[config.mk]
export PLATFORM = sky130hd
export DESIGN_NAME = mdu_ctrl
export DESIGN_NICKNAME = d
export VERILOG_FILES = /design/src/rtl/mdu_ctrl.sv
export SDC_FILE = /design/constraint.sdc
export NUM_CORES = 1
export LEC_CHECK = 0
export CORE_MARGIN = 5
export CORE_UTILIZATION = 26
export CTS_BUF_LIST = sky130_fd_sc_hd__clkbuf_16
export CTS_CLUSTER_SIZE = 14
export DETAILED_ROUTE_END_ITERATION = 8
export PLACE_DENSITY = 0.83
export REMOVE_ABC_BUFFERS = 1
export SYNTH_ARGS = -nofsm -noshare
export SYNTH_HDL_FRONTEND = slang
export SYNTH_SLANG_ARGS = --single-unit
[constraint.sdc]
create_clock -name Clk -period 1.9 [get_ports Clk]
set_input_delay 0.38 -clock Clk [delete_from_list [all_inputs] [get_ports Clk]]
set_output_delay 0.38 -clock Clk [all_outputs]
set_load 0.02 [all_outputs]
[src/rtl/mdu_ctrl.sv]
// ---------------------------------------------------------------------------
// mdu_ctrl -- E-stage controller for a multi-cycle multiply/divide unit.
//
// Decides when an MDU-class instruction in E may proceed, issues mult/div
// operations to the MDU, steers mthi/mtlo writes, and returns mfhi/mflo data.
// A small FSM tracks an issued operation until the MDU drops Busy.
//
// Ports
//   Clk, Reset          sole clock (rising edge), synchronous active-high reset
//   InstrValid          E-stage instruction valid
//   MDUClass[2:0]       0 none, 1 mult, 2 div, 3 mthi, 4 mtlo, 5 mfhi, 6 mflo,
//                       7 reserved (treated as none)
//   MDUOpIn[1:0]        00 MULU, 01 MUL, 10 DIVU, 11 DIV
//   RsData, RtData      forwarded E-stage operands
//   FlushE              kill the E-stage instruction
//   Busy                MDU busy (rises the cycle after Start, falls on commit)
//   HI, LO              MDU architectural registers
//   Start, HIWrite, LOWrite   MDU controls
//   MDUOp, A, B         operation and operands passed through to the MDU
//   Stall               freeze F/D/E, bubble M
//   MFResult            mfhi/mflo data for the E-stage result mux
//   Error               sticky protocol fault
//   StallCnt            number of cycles spent with Stall=1 (wraps)
// ---------------------------------------------------------------------------
module mdu_ctrl (
    input  logic        Clk,
    input  logic        Reset,
    input  logic        InstrValid,
    input  logic [2:0]  MDUClass,
    input  logic [1:0]  MDUOpIn,
    input  logic [31:0] RsData,
    input  logic [31:0] RtData,
    input  logic        FlushE,
    input  logic        Busy,
    input  logic [31:0] HI,
    input  logic [31:0] LO,
    output logic        Start,
    output logic        HIWrite,
    output logic        LOWrite,
    output logic [1:0]  MDUOp,
    output logic [31:0] A,
    output logic [31:0] B,
    output logic        Stall,
    output logic [31:0] MFResult,
    output logic        Error,
    output logic [31:0] StallCnt
);

    typedef enum logic [1:0] {
        IDLE   = 2'd0,
        ISSUED = 2'd1,
        RUN    = 2'd2
    } state_t;

    state_t      state_reg;
    state_t      state_next;
    logic        error_reg;
    logic        error_next;
    logic [31:0] stall_cnt_reg;

    // One-hot decode of the instruction class.
    logic [7:0] class_hot;

    genvar gi;
    generate
        for (gi = 0; gi < 8; gi++) begin : g_class_dec
            assign class_hot[gi] = (MDUClass == 3'(gi));
        end
    endgenerate

    logic act;
    logic go;

    // Operands and operation go straight to the MDU; Start qualifies them.
    assign MDUOp    = MDUOpIn;
    assign A        = RsData;
    assign B        = RtData;
    assign Error    = error_reg;
    assign StallCnt = stall_cnt_reg;

    always_comb begin
        act      = InstrValid & ~FlushE & (|class_hot[6:1]);
        // Any MDU instruction waits while an operation is outstanding or the
        // MDU reports busy (including a stray busy seen while idle).
        Stall    = act & ((state_reg != IDLE) | Busy);
        // Reset suppresses every control strobe so the MDU sees nothing
        // while both blocks are being reset.
        go       = act & ~Stall & ~Reset;
        Start    = go & (class_hot[1] | class_hot[2]);
        HIWrite  = go & class_hot[3];
        LOWrite  = go & class_hot[4];
        MFResult = class_hot[5] ? HI : (class_hot[6] ? LO : 32'd0);
    end

    always_comb begin
        state_next = state_reg;
        error_next = error_reg;
        case (state_reg)
            IDLE: begin
                // Busy with nothing issued is a protocol fault.
                if (Busy) begin
                    error_next = 1'b1;
                end
                if (Start) begin
                    state_next = ISSUED;
                end
            end
            ISSUED: begin
                // The MDU must answer a Start with Busy on the next cycle.
                if (Busy) begin
                    state_next = RUN;
                end else begin
                    error_next = 1'b1;
                    state_next = IDLE;
                end
            end
            RUN: begin
                if (!Busy) begin
                    state_next = IDLE;
                end
            end
            default: begin
                state_next = IDLE;
            end
        endcase
    end

    always_ff @(posedge Clk) begin
        if (Reset) begin
            state_reg     <= IDLE;
            error_reg     <= 1'b0;
            stall_cnt_reg <= 32'd0;
        end else begin
            state_reg <= state_next;
            error_reg <= error_next;
            if (Stall) begin
                stall_cnt_reg <= stall_cnt_reg + 32'd1;
            end
        end
    end

endmodule
==> summary.txt, run 1 <==
Outcome
  – Status: complete, but fails checks
  – Failing checks: setup timing

Synthesis
  – Commonest cells post-synth: 66 x buf_4, 35 x dfxtp_1, 32 x a22o_1
  – Post-synth top area share: 27.2%
  – Count leader, synth: buf_4
  – Ys async rst share: 0%
  – Sequential fraction of the synthesis area: 27.2%
  – Number of flops mapped to enable cells by yosys: 0
  – Primary FF master, synth: dfxtp_1
  – Leading area contributor after synthesis: dfxtp_1
  – Mapped Avg Cell Area: 8.00 um^2
  – Ranking of synthesized cells by area: dfxtp_1 27%, buf_4 19%, a22o_1 11%
  – Post-synth cell types: 38
  – Syn Inst Count: 322
  – Syn Std Cell Area: around 2600 um^2
  – Syn. warnings: 0
  – #FFs+latches synth: 35

Global routing
  – GRT Resource Usage Total: 23.9%
  – Initial antenna violation count: 0
  – Met3 usage: 25.5%
  – GRT met2 Usage: 40.0%
  – Pin count of the biggest net entering global routing: 37
  – First-pass GRT wire length: around 20000 um
  – Vias in the first global route: 3000
  – Busiest grt layer: met2
  – GR Layer Usage met1: roughly 19%
  – Total grt overflow: 0

Floorplan
  – Die X-Extent: 110 um
  – Die area: 12000 um^2
  – Core area: 9730 um^2
  – I/O Pins: 273
  – Die H: 110 um
  – Starting density of the core: 26.5%
  – Cell Rows: 36

Clock network
  – Clock transition at path regs: 0.06 ns
  – Hold Buf Count CTS: 0
  – CTS root buf: clkbuf_16
  – CTS tree: done
  – TritonCTS Buffers: 5
  – Clock buffer depth: 2
  – CTS H-tree depth: 2
  – CTS Sinks: 35
  – Clock latency on the worst-skew pair: 0.28 ns

Power
  – Overall power: ~2.1 mW
  – Static leakage: 1.68 nW
  – Pwr per Cell Area: 492 nW/um^2
  – Maximum vdd drop: slightly above 400 uV

Worst setup path
  – Critical path peak fanout: 2
  – WP data arrival: 1.83 ns
  – Crit. End Element: primary output
  – Required time worst endpoint: roughly 1.5 ns
  – Crit path kind: reg -> out
  – Element type at the critical path start: flip-flop

Timing
  – RSZ-0062 raised after global routing: true
  – Worst slew pin tran: ~0.4 ns
  – Final Hold Viols: 0
  – Relative slew slack: 74.1%
  – Slew Viols, Final: 0
  – Worst Slack Setup Final: -0.306 ns
  – Clock skew: 0.00324 ns
  – Period Utilization, post-route: 116%
  – Max Fclk: between 400 and 500 MHz
  – Minimum clock period: 2.21 ns
  – Final setup vio count: 5
  – Total negative setup slack: -1.04 ns

Detailed routing
  – Post-DRT Antenna Nets: 0
  – DRT iter0 DRCs: 179
  – Routed WL: between 15000 and 20000 um
  – Drt drc: 0
  – Via count: around 3000
  – Router iterations before antenna repair: 4
  – Vias per cell: 5.22
  – DR WL/cell: 26.3 um

Placed design
  – RePlAce Congestion: 0.914
  – Port Buffer Count: 140
  – Dpl hpwl: about 13000 um
  – Post-DP Area: about 3900 um^2

Finish
  – Post-layout util: between 40 and 50%
  – Finished Cell Area: 4350 um^2
  – # fillers: 922
  – Footprint of the multi-input gates: roughly 1400 um^2
  – Register Area: 709 um^2
  – Nets: 582
  – Fraction of layout cells with a size suffix above 1: 33.1%
  – Antenna cells: 0
  – Area growth from synthesis to final layout: 68.7%
  – Largest register FFs: 32

Min path
  – Worst Hold Class: in -> reg

Run
  – Max Cap Viol: 0
critical path, stage by stage (launching register included):
cell,delay (ns)
dfxtp_2,0.32
or3_4,0.38
or3_4,0.37
nor4b_4,0.28
buf_4,0.19
report_power, final:
part	internal [mW]	switching, mW
combinational	0.258	0.189
sequential	0.737	0.00268
clock	0.618	0.331
total	1.61	0.523
metal layers:
layer  vias to the layer above  share of wire (%)
met5                         -               0.79
met4                         4                1.9
met3                        22                 24
met2                       283                 46
met1                      1365                 27
li1                       1337                  -
cell type report:
type | count | area share [%]
Timing Repair Buffer | 196 | 42.4
Sequential cell | 35 | 16.3
Clock inverter | 3 | 1.01
Inverter | 5 | 0.432
Multi-Input combinational cell | 200 | 33.2
Tap cell | 133 | 3.83
Clock buffer | 5 | 2.88
cells in the final DEF (no fill, tap or decap), types with 4 or more instances in the layout:
master	instances
a21oi_1	12
a22o_1	32
and3_1	4
buf_2	9
buf_4	55
buf_6	10
clkbuf_16	6
clkdlybuf4s15_2	18
clkdlybuf4s50_1	96
dfxtp_1	28
dfxtp_2	7
inv_1	4
nand2_1	13
nand3_1	7
nand4_1	18
nor2_1	24
nor4_1	4
o21ai_0	7
or3_1	9
or3_4	5
xnor2_1	9
xor2_1	9
cells by family after synthesis:
family	Yosys count	share of synthesized area [%]
flip-flops	35	27.2
XOR/XNOR	19	6.46
buffers and inverters	88	22.6
adder cells (fa/ha/maj)	1	0.486
AO/OA/AOI/OAI	61	17.3
multiplexers	1	0.437
AND/OR/NAND/NOR	117	25.4
timing repair:
item	4_1_cts	5_1_grt
buffers inserted	6	2
resized for setup	145	35
setup endpoints to repair	61	30
gates cloned	1	1
pin swaps	19	9
per-stage QoR:
| stage | setup slack (ns) | hold slack, ns | instances |
|---|---|---|---|
| floorplan | -0.369 | 0.449 | 239 |
| global placement | -1.02 | 0.454 | 560 |
| detailed placement | -1.08 | 0.490 | 560 |
| CTS | -0.293 | 0.474 | 575 |
| global route | -0.334 | 0.456 | 577 |
| finish | -0.306 | 0.452 | 577 |
path summary, 6_finish.rpt:
path / start / endpoint / slack, ns / cells past startpoint
worst max-delay path: state_reg[0] / LOWrite / -0.31 / 4
worst min-delay path: MDUClass[2] / state_reg[0] / 0.45 / 3
worst min register to register: Error / Error / 0.49 / 2
worst max register to register: state_reg[0] / StallCnt[31] / -0.05 / 10
(Power assumes the default switching activity.)
==> run 2: changes to the inputs <==
Settings changed: SKIP_CTS_REPAIR_TIMING from default to 1.
==> summary.txt, run 2 (synthesis gave the netlist of run 1 again) <==
Timing
  – Relative slew slack: 73.7% (was 74.1%)
  – Period Utilization, post-route: 115% (was 116%)
  – Final Hold Viols: 0 (unchanged)
  – RSZ-0062 raised after global routing: true (unchanged)
  – Final setup vio count: 4 (was 5)
  – Slew Viols, Final: 0 (unchanged)
  – Minimum clock period: 2.19 ns (was 2.21 ns)
  – Max Fclk: 456 MHz (was 453 MHz)
  – Worst slew pin tran: 0.395 ns (was 0.388 ns)
  – Worst Slack Setup Final: -0.293 ns (was -0.306 ns)
  – Clock skew: 0.00445 ns (was 0.00324 ns)
  – Total negative setup slack: -0.893 ns (was -1.04 ns)

Detailed routing
  – Vias per cell: 5.19 (was 5.22)
  – Drt drc: 0 (unchanged)
  – DRT iter0 DRCs: 187 (was 179)
  – Router iterations before antenna repair: 5 (was 4)
  – DR WL/cell: 26.1 um (was 26.3 um)
  – Via count: 2970 (was 3011)
  – Post-DRT Antenna Nets: 0 (unchanged)
  – Routed WL: 14900 um (was 15200 um)

Finish
  – # fillers: 916 (was 922)
  – Fraction of layout cells with a size suffix above 1: 24.6% (was 33.1%)
  – Most frequent cells in the layout: 97 x clkdlybuf4s50_1, 56 x buf_4, 32 x dfxtp_1, 32 x a22o_1, 24 x nor2_1 (was 96 x clkdlybuf4s50_1, 55 x buf_4, 32 x a22o_1, 28 x dfxtp_1, 24 x nor2_1)
  – Largest register FFs: 32 (unchanged)
  – Most common cell after layout, fill and taps aside: clkdlybuf4s50_1 (unchanged)
  – Nets: 577 (was 582)
  – Antenna cells: 0 (unchanged)
  – Area growth from synthesis to final layout: 65.4% (was 68.7%)

Clock network
  – CTS Sinks: 35 (unchanged)
  – Clock transition at path regs: 0.06 ns (about the same)
  – CTS root buf: clkbuf_16 (unchanged)
  – CTS tree: done (unchanged)
  – CTS H-tree depth: 2 (unchanged)
  – Clock latency on the worst-skew pair: 0.28 ns (about the same)
  – Clock buffer depth: 2 (unchanged)
  – TritonCTS Buffers: 5 (unchanged)

Global routing
  – Vias in the first global route: 2919 (was 3000)
  – Total grt overflow: 0 (unchanged)
  – Initial antenna violation count: 0 (unchanged)
  – Pin count of the biggest net entering global routing: 37 (unchanged)
  – GRT Resource Usage Total: 23.2% (was 23.9%)
  – First-pass GRT wire length: 19600 um (was 20300 um)

Worst setup path
  – Critical path peak fanout: 3 (was 2)
  – Element type at the critical path start: flip-flop (unchanged)
  – Worst R2R Path Depth: 5 (was 10)
  – Crit. End Element: primary output (unchanged)
  – Required time worst endpoint: 1.52 ns (about the same)
  – RR Startpoint: StallCnt[10] (was state_reg[0])
  – WP data arrival: 1.81 ns (was 1.83 ns)
  – Setup crit start: state_reg[0] (unchanged)
  – RR Endpoint: StallCnt[27] (was StallCnt[31])
  – Crit path kind: reg -> out (unchanged)
  – Reg2reg setup slack: 0.09 ns (was -0.05 ns)

Placed design
  – Port Buffer Count: 140 (unchanged)
  – RePlAce Congestion: 0.914 (unchanged)
  – Dpl hpwl: 12600 um (unchanged)

Floorplan
  – Starting density of the core: 26.5% (unchanged)
  – Cell Rows: 36 (unchanged)
  – Core area: 9730 um^2 (unchanged)
  – Die X-Extent: 110 um (unchanged)
  – Die H: 110 um (unchanged)
  – Die area: 12000 um^2 (unchanged)
  – I/O Pins: 273 (unchanged)

Min path
  – Worst Hold Class: in -> reg (unchanged)
  – Hold EP: state_reg[1] (was state_reg[0])
  – HP Start: Busy (was MDUClass[2])
  – Hold Path Depth: 2 (was 3)

Power
  – Maximum vdd drop: 429 uV (was 415 uV)
  – Pwr per Cell Area: 497 nW/um^2 (was 492 nW/um^2)
  – Overall power: 2.12 mW (was 2.14 mW)
  – Static leakage: 1.92 nW (was 1.68 nW)

Outcome
  – Status: complete, but fails checks (unchanged)
  – Failing checks: setup timing (unchanged)

Run
  – Max Cap Viol: 0 (unchanged)
==> run 2: worst max path at each step <==
stage               endpoint  slack, ns
floorplan            LOWrite      -0.37
global placement     LOWrite      -1.02
detailed placement   LOWrite      -1.08
CTS                  LOWrite      -1.08
global route           Start      -0.34
finish                 Start      -0.29
==> run 2: worst max-delay path, cell delays in order, from the launching register on <==
cell and delay [ns]:
dfxtp_2 0.32, or3_4 0.38, or3_4 0.36, buf_6 0.14, nor3_4 0.19, buf_6 0.14
==> run 2: through the flow <==
step	hold WS (ns)	util (%)	cells	cell area (um^2)	setup slack [ns]
after floorplan	0.449	-	239	2010	-0.369
after global placement	0.454	40.6	560	3950	-1.02
after detailed placement	0.490	40.6	560	3950	-1.08
after CTS	0.500	42.3	568	4120	-1.08
after global routing	0.453	43.8	572	4260	-0.342
final	0.437	43.8	572	4260	-0.293
==> run 2: layout make-up <==
class	instances	area (um^2)	share of cell area [%]
clock buffer	5	125	2.94
clock inverter	3	43.8	1.03
multi-input combinational	200	1400	32.9
timing repair buffer	191	1800	42.3
sequential	35	704	16.5
tap	133	166	3.91
inverter	5	18.8	0.441
==> run 2: report_power, final <==
group          leakage (nW)  switching [mW]  internal, mW  total (mW)
registers             0.284         0.00238         0.737       0.740
logic                  1.55           0.181         0.246       0.427
clock network        0.0838           0.331         0.618       0.949
==> run 2: routing by layer <==
metal / wire [um] / global-route usage, %
met5: 41 / 2.68
met4: 298 / 5.08
met3: 3710 / 26.3
met2: 6890 / 38.1
met1: 3990 / 17.9
==> run 3: changes to the inputs <==
Settings changed: HOLD_SLACK_MARGIN from default to 0.08, SLEW_MARGIN from default to 25.
==> results of run 3 <==
Final layout, timing and power as in run 2 (identical DEF).
